File: src/rtl/accel_sched_pkg.sv
// rtl/accel_sched_pkg.sv - shared state encoding and width defaults for the key range scheduler
package accel_sched_pkg;
   typedef enum logic [1:0] {
      ST_IDLE     = 2'd0,
      ST_DISPATCH = 2'd1,
      ST_DRAIN    = 2'd2,
      ST_END      = 2'd3
   } sched_state_t;

   localparam int KEY_W_DEF   = 32;
   localparam int CHUNK_W_DEF = 16;
   localparam int PERF_W      = 16;
endpackage

File: src/rtl/rr_arbiter.sv
// rtl/rr_arbiter.sv - round-robin pick of the first requesting, non-outstanding core at or after the pointer
module rr_arbiter #(
   parameter int N  = 4,
   parameter int PW = 2
) (
   input  logic [N-1:0]  i_req,
   input  logic [N-1:0]  i_busy_mask,
   input  logic [PW-1:0] i_ptr,
   output logic [N-1:0]  o_gnt,
   output logic [PW-1:0] o_next_ptr,
   output logic          o_valid
);
   always_comb begin
      int idx;
      idx        = 0;
      o_gnt      = '0;
      o_next_ptr = i_ptr;
      o_valid    = 1'b0;
      for (int k = 0; k < N; k++) begin
         idx = int'(i_ptr) + k;
         if (idx >= N) idx = idx - N;
         if (!o_valid && i_req[idx] && !i_busy_mask[idx]) begin
            o_valid    = 1'b1;
            o_gnt[idx] = 1'b1;
            o_next_ptr = (idx == N-1) ? '0 : PW'(idx + 1);
         end
      end
   end
endmodule

File: src/rtl/key_range_scheduler.sv
// rtl/key_range_scheduler.sv - hands out key chunks to cracker cores and latches the first match
// ACCEL_PERF_COUNT_EN: when defined, o_chunks_issued counts grants since the last start.
module key_range_scheduler
   import accel_sched_pkg::*;
#(
   parameter int N_CORES = 4,
   parameter int KEY_W   = KEY_W_DEF,
   parameter int CHUNK_W = CHUNK_W_DEF
) (
   input  logic                     i_clk,
   input  logic                     i_rst,
   input  logic                     i_start,
   input  logic                     i_abort,
   input  logic [KEY_W-1:0]         i_key_base,
   input  logic [KEY_W-1:0]         i_key_limit,
   input  logic [N_CORES-1:0]       i_core_req,
   input  logic [N_CORES-1:0]       i_core_done,
   input  logic [N_CORES-1:0]       i_core_found,
   input  logic [N_CORES*KEY_W-1:0] i_core_key,
   output logic [N_CORES-1:0]       o_grant,
   output logic [KEY_W-1:0]         o_chunk_first,
   output logic [KEY_W-1:0]         o_chunk_last,
   output logic                     o_stop_all,
   output logic                     o_busy,
   output logic                     o_done,
   output logic                     o_found,
   output logic [KEY_W-1:0]         o_found_key,
   output logic [PERF_W-1:0]        o_chunks_issued
);
   localparam int             PTR_W      = $clog2(N_CORES);
   localparam logic [KEY_W:0] ONE        = {{KEY_W{1'b0}}, 1'b1};
   localparam logic [KEY_W:0] CHUNK_SZ   = ONE << CHUNK_W;
   localparam logic [KEY_W:0] CHUNK_SPAN = CHUNK_SZ - ONE;

   sched_state_t        r_state, w_state_nxt;
   logic [KEY_W:0]      r_next_key;
   logic [KEY_W-1:0]    r_key_limit;
   logic [N_CORES-1:0]  r_outstanding;
   logic [PTR_W-1:0]    r_rr_ptr;
   logic [N_CORES-1:0]  r_grant;
   logic [KEY_W-1:0]    r_chunk_first, r_chunk_last, r_found_key;
   logic                r_found;

   logic [N_CORES-1:0]  w_arb_gnt;
   logic [PTR_W-1:0]    w_arb_next_ptr;
   logic                w_arb_valid;
   logic                w_active, w_start, w_any_found, w_abort, w_exhausted, w_do_grant;
   logic [KEY_W:0]      w_chunk_end;
   logic [KEY_W-1:0]    w_chunk_last, w_found_key;

   rr_arbiter #(.N(N_CORES), .PW(PTR_W)) u_arb (
      .i_req       (i_core_req),
      .i_busy_mask (r_outstanding),
      .i_ptr       (r_rr_ptr),
      .o_gnt       (w_arb_gnt),
      .o_next_ptr  (w_arb_next_ptr),
      .o_valid     (w_arb_valid)
   );

   assign w_active    = (r_state == ST_DISPATCH) || (r_state == ST_DRAIN);
   assign w_start     = i_start && !w_active;
   assign w_any_found = w_active && (|i_core_found);
   assign w_abort     = w_active && i_abort;
   // next_key is one bit wider so a carry past the top of the key space also reads as exhausted
   assign w_exhausted = r_next_key > {1'b0, r_key_limit};
   assign w_do_grant  = (r_state == ST_DISPATCH) && !w_exhausted && !(|i_core_found)
                        && !i_abort && w_arb_valid;
   assign w_chunk_end  = r_next_key + CHUNK_SPAN;
   assign w_chunk_last = (w_chunk_end > {1'b0, r_key_limit}) ? r_key_limit : w_chunk_end[KEY_W-1:0];

   always_comb begin
      w_found_key = '0;
      for (int i = N_CORES-1; i >= 0; i--)
         if (i_core_found[i]) w_found_key = i_core_key[i*KEY_W +: KEY_W];
   end

   always_ff @(posedge i_clk) begin
      if (i_rst) begin
         r_state       <= ST_IDLE;
         r_next_key    <= '0;
         r_key_limit   <= '0;
         r_outstanding <= '0;
         r_rr_ptr      <= '0;
         r_grant       <= '0;
         r_chunk_first <= '0;
         r_chunk_last  <= '0;
         r_found       <= 1'b0;
         r_found_key   <= '0;
      end else begin
         r_state <= w_state_nxt;
         r_grant <= w_do_grant ? w_arb_gnt : '0;
         if (w_start) begin
            r_next_key    <= {1'b0, i_key_base};
            r_key_limit   <= i_key_limit;
            r_outstanding <= '0;
            r_found       <= 1'b0;
            r_found_key   <= '0;
         end else if (w_any_found) begin
            r_found       <= 1'b1;
            r_found_key   <= w_found_key;
            r_outstanding <= '0;
         end else if (w_abort) begin
            r_outstanding <= '0;
         end else if (w_active) begin
            r_outstanding <= (r_outstanding & ~i_core_done) | (w_do_grant ? w_arb_gnt : '0);
         end
         if (w_do_grant) begin
            r_next_key    <= r_next_key + CHUNK_SZ;
            r_rr_ptr      <= w_arb_next_ptr;
            r_chunk_first <= r_next_key[KEY_W-1:0];
            r_chunk_last  <= w_chunk_last;
         end
      end
   end

   always_comb begin
      w_state_nxt = r_state;
      case (r_state)
         ST_IDLE, ST_END: if (i_start) w_state_nxt = ST_DISPATCH;
         ST_DISPATCH: begin
            if ((|i_core_found) || i_abort) w_state_nxt = ST_END;
            else if (w_exhausted)           w_state_nxt = ST_DRAIN;
         end
         ST_DRAIN: begin
            if ((|i_core_found) || i_abort || (r_outstanding == '0)) w_state_nxt = ST_END;
         end
         default: w_state_nxt = ST_IDLE;
      endcase
   end

   always_comb begin
      o_busy     = 1'b0;
      o_done     = 1'b0;
      o_stop_all = 1'b0;
      case (r_state)
         ST_DISPATCH, ST_DRAIN: o_busy = 1'b1;
         ST_END: begin
            o_done     = 1'b1;
            o_stop_all = 1'b1;
         end
         default: ;
      endcase
   end

   assign o_grant       = r_grant;
   assign o_chunk_first = r_chunk_first;
   assign o_chunk_last  = r_chunk_last;
   assign o_found       = r_found;
   assign o_found_key   = r_found_key;

`ifdef ACCEL_PERF_COUNT_EN
   logic [PERF_W-1:0] r_chunks_issued;
   always_ff @(posedge i_clk) begin
      if (i_rst || w_start)
         r_chunks_issued <= '0;
      else if (w_do_grant && (r_chunks_issued != '1))
         r_chunks_issued <= r_chunks_issued + PERF_W'(1);
   end
   assign o_chunks_issued = r_chunks_issued;
`else
   assign o_chunks_issued = '0;
`endif
endmodule

File: config.mk
export PLATFORM = sky130hd
export DESIGN_NAME = key_range_scheduler
export DESIGN_NICKNAME = d
export VERILOG_FILES = /design/src/rtl/accel_sched_pkg.sv /design/src/rtl/rr_arbiter.sv /design/src/rtl/key_range_scheduler.sv
export SDC_FILE = /design/constraint.sdc
export NUM_CORES = 1
export LEC_CHECK = 0
export BUFFER_PORTS_ARGS = -buffer_cell sky130_fd_sc_hd__buf_2
export CAP_MARGIN = 20
export CORE_ASPECT_RATIO = 0.75
export CORE_MARGIN = 1
export CORE_UTILIZATION = 41
export DETAILED_ROUTE_END_ITERATION = 8
export PLACE_DENSITY = 0.75
export RECOVER_POWER = 50
export SLEW_MARGIN = 40
export SYNTH_ARGS = -nofsm -noshare
export SYNTH_HDL_FRONTEND = slang
export SYNTH_SLANG_ARGS = --single-unit
File: constraint.sdc
create_clock -name i_clk -period 4 [get_ports i_clk]
set_input_delay 0.2 -clock i_clk [delete_from_list [all_inputs] [get_ports i_clk]]
set_output_delay 0.2 -clock i_clk [all_outputs]
set_load 0.02 [all_outputs]
==> flow_metrics.env <==
export IMPL_clk_pin_slew_worst_paths_ns=0.08
export IMPL_ys_flop_type="dfxtp_1"
export IMPL_p_clk_frac=0.187
export IMPL_fin_skew_ns=0.0169
export IMPL_routed_via_density=5.42
export IMPL_finalSetupViolCount=0
export IMPL_die_area_mm2=0.0256
export IMPL_h_tree_depth=4
export IMPL_routedWlPerCell_um=17.2
export IMPL_critPathArrivalTime_ns=4.09
export IMPL_synth_top_area_cell="dfxtp_1"
export IMPL_netlist_cell_type_count=64
export IMPL_first_iter_violations=951
export IMPL_yosysTopAreaCellShare=0.341
export IMPL_layout_setup_ws_ns=0.219
export IMPL_drive_above_1_share=0.190
export IMPL_nNetsFinal=1932
export IMPL_die_x_um=184
export IMPL_power_density_mw_per_mm2=648
export IMPL_clockBufferDepth=2
export IMPL_hold_path_class="input pin to flip-flop"
export IMPL_grt_setup_unrepaired="false"
export IMPL_tns_ns=0
export IMPL_utilization=0.533
export IMPL_yosys_top_cells_area="dfxtp_1 34%, nand2_1 10%, ha_1 9.3%, a21oi_1 7.4%, nor2_1 3.7%"
export IMPL_vias=10800
export IMPL_n_fill_cell=2349
export IMPL_grt_max_degree=65
export IMPL_max_clock_freq_ghz=0.265
export IMPL_groute_usage_overall=0.267
export IMPL_place_gp_congestion=0.987
export IMPL_syn_to_final_growth_pct=26.3
export IMPL_worst_setup_path_start_kind="flip-flop"
export IMPL_crit_path_end_kind="flip-flop"
export IMPL_synthSimpleGateAreaFrac=0.224
export IMPL_placed_cell_area_mm2=0.0122
export IMPL_pre_cts_slack_ns=-0.0231
export IMPL_peakVddDrop_uv=377
export IMPL_finalHoldViolCount=0
export IMPL_comb_power_share=0.535
export IMPL_dp_hpwl_um=26700
export IMPL_core_area_mm2=0.0242
export IMPL_relSlewSlack=-0.226
export IMPL_period_share=0.945
export IMPL_cts_tree="done"
export IMPL_drc_errors=0
export IMPL_grt_overflow_total=0
export IMPL_synth_adder_area_share=0.0930
export IMPL_synth_edf_count=0
export IMPL_synth_top_family_by_area="simple AND/OR/NAND/NOR gates"
export IMPL_std_cell_rows=49
export IMPL_first_pass_iters=7
export IMPL_start_util=0.422
export IMPL_critPathKind="flip-flop to flip-flop"
export IMPL_async_flop_share=0
export IMPL_mostFrequentLayoutCells="282 x nand2_1, 206 x buf_2, 173 x dfxtp_1"
export IMPL_violations="capacitance limit, slew limit"
export IMPL_cts_setup_buffers=0
export IMPL_antenna_found_initial=1
export IMPL_mostFrequentLayoutCell="nand2_1"
export IMPL_path_max_fanout=21
export IMPL_power_frac_seq=0.278
export IMPL_maxCapViolCount=1
export IMPL_synthCells=1336
export IMPL_required_ns=4.31
export IMPL_min_period_ns=3.78
export IMPL_sw_frac_of_total=0.446
export IMPL_synthMuxAreaShare=0.0357
export IMPL_synthesis_area_mm2=0.0102
export IMPL_clock_sinks=174
export IMPL_power_mw=8.37
export IMPL_port_buffers=311
export IMPL_synth_compound_area_frac=0.213
export IMPL_cts_root_buf="clkbuf_16"
export IMPL_synth_warning_count=0
export IMPL_ys_seq_area_frac=0.341
export IMPL_drv_slew=37
export IMPL_power_leakage_nw=5.26
export IMPL_internal_power_mw=4.64
export IMPL_syn_avg_cell_area_um2=7.65
export IMPL_wl_um=34300
export IMPL_hold_slack_ns=0.0147
export IMPL_dpl_cell_count=1934
export IMPL_synth_seq_cells=174
export IMPL_ant_nets=0
export IMPL_grt_pass1_vias=10000
export IMPL_clock_latency_ns=0.44
export IMPL_switchingPower_mw=3.73
export IMPL_synthXorXnorAreaFrac=0.0256
export IMPL_status="complete, but fails checks"
export IMPL_final_cell_area_mm2=0.0129
export IMPL_die_h_um=139
export IMPL_cts_buffers=17
export IMPL_worst_pin_slew_ns=1.84
export IMPL_pin_count=328
export IMPL_stdcell_count=1993
export IMPL_grt_pass1_wl_um=53600
synthesized netlist by cell type (11+ instances only):
cell type  count
inv_1         45
a22oi_1       33
nand2b_1      12
o211ai_1      41
o21ai_0       47
nor3_1        17
a31oi_1       13
nor2_1       102
buf_1         13
clkbuf_1      54
xnor2_1       20
dfxtp_1      174
buf_2         18
nand2_1      282
a21oi_1      151
ha_1          76
mux2i_1       32
o21ai_1       34
nand3_1       24
buf_4         19
nor2b_1       11
critical path: stages, from the launching register on:
cell      delay, ns
dfxtp_1        0.31
or4_4          0.57
or4_4          0.60
xor2_2         0.19
ha_1           0.29
and4_1         0.23
and4_1         0.17
a221oi_1       0.30
o211ai_1       0.16
a31oi_2        0.25
o21ai_4        0.11
buf_12         0.18
mux2i_1        0.18
o21ai_1        0.08
timing repair:
| action | in CTS | in global routing |
|---|---|---|
| hold buffers | 25 | 0 |
| gates resized for setup | 2 | 6 |
| hold endpoints to repair | 25 | 0 |
| endpoints found under the setup margin | 22 | 32 |
| pin swaps | 0 | 2 |
metal layers:
layer  share of wire  vias to the layer above  track usage
met1            0.45                     4965        0.381
met5               0                        -            0
met2            0.43                      493        0.387
li1                -                     5276            -
met3           0.096                       66       0.0709
met4           0.025                        0       0.0855
sequential cells by signal (all words and copies together), names as in the netlist:
signal         cells
o_grant            4
o_chunk_first     32
r_outstanding      4
o_chunk_last      32
r_rr_ptr           2
o_found            1
r_key_limit       32
r_next_key        33
r_state            2
o_found_key       32
logic make-up after synthesis:
kind of cell,after synthesis
flops,174
buf+inv,152
xor+xnor,29
other cells,1
fa+ha+maj,76
mux,34
simple gates,506
compound gates,364
final cells by class:
class	count	area [um2]	area share
multi-input combinational	1025	6190	0.479
sequential	174	3480	0.270
timing repair buffer	385	2110	0.164
clock buffer	18	429	0.0332
tap	331	414	0.0321
inverter	45	169	0.0131
clock inverter	14	109	0.00843
antenna	1	2.50	0.000194
worst paths after layout:
path,slack (ns),depth (start not counted),start,end
max,0.22,13,r_next_key[10],o_chunk_last[17]
min,0.01,3,i_key_limit[21],r_key_limit[21]
max reg2reg,0.22,13,r_next_key[10],o_chunk_last[17]
min reg2reg,0.45,2,o_chunk_last[2],o_chunk_last[2]
power by group through the flow:
stage	Combinational, mW	Clock [mW]	Sequential, mW
after floorplan	2.85	0	2.50
after global placement	4.24	0	2.33
after detailed placement	4.33	0	2.34
after CTS	4.38	1.60	2.32
after global routing	4.89	1.68	2.36
final	4.48	1.56	2.33
(Power assumes the default switching activity.)
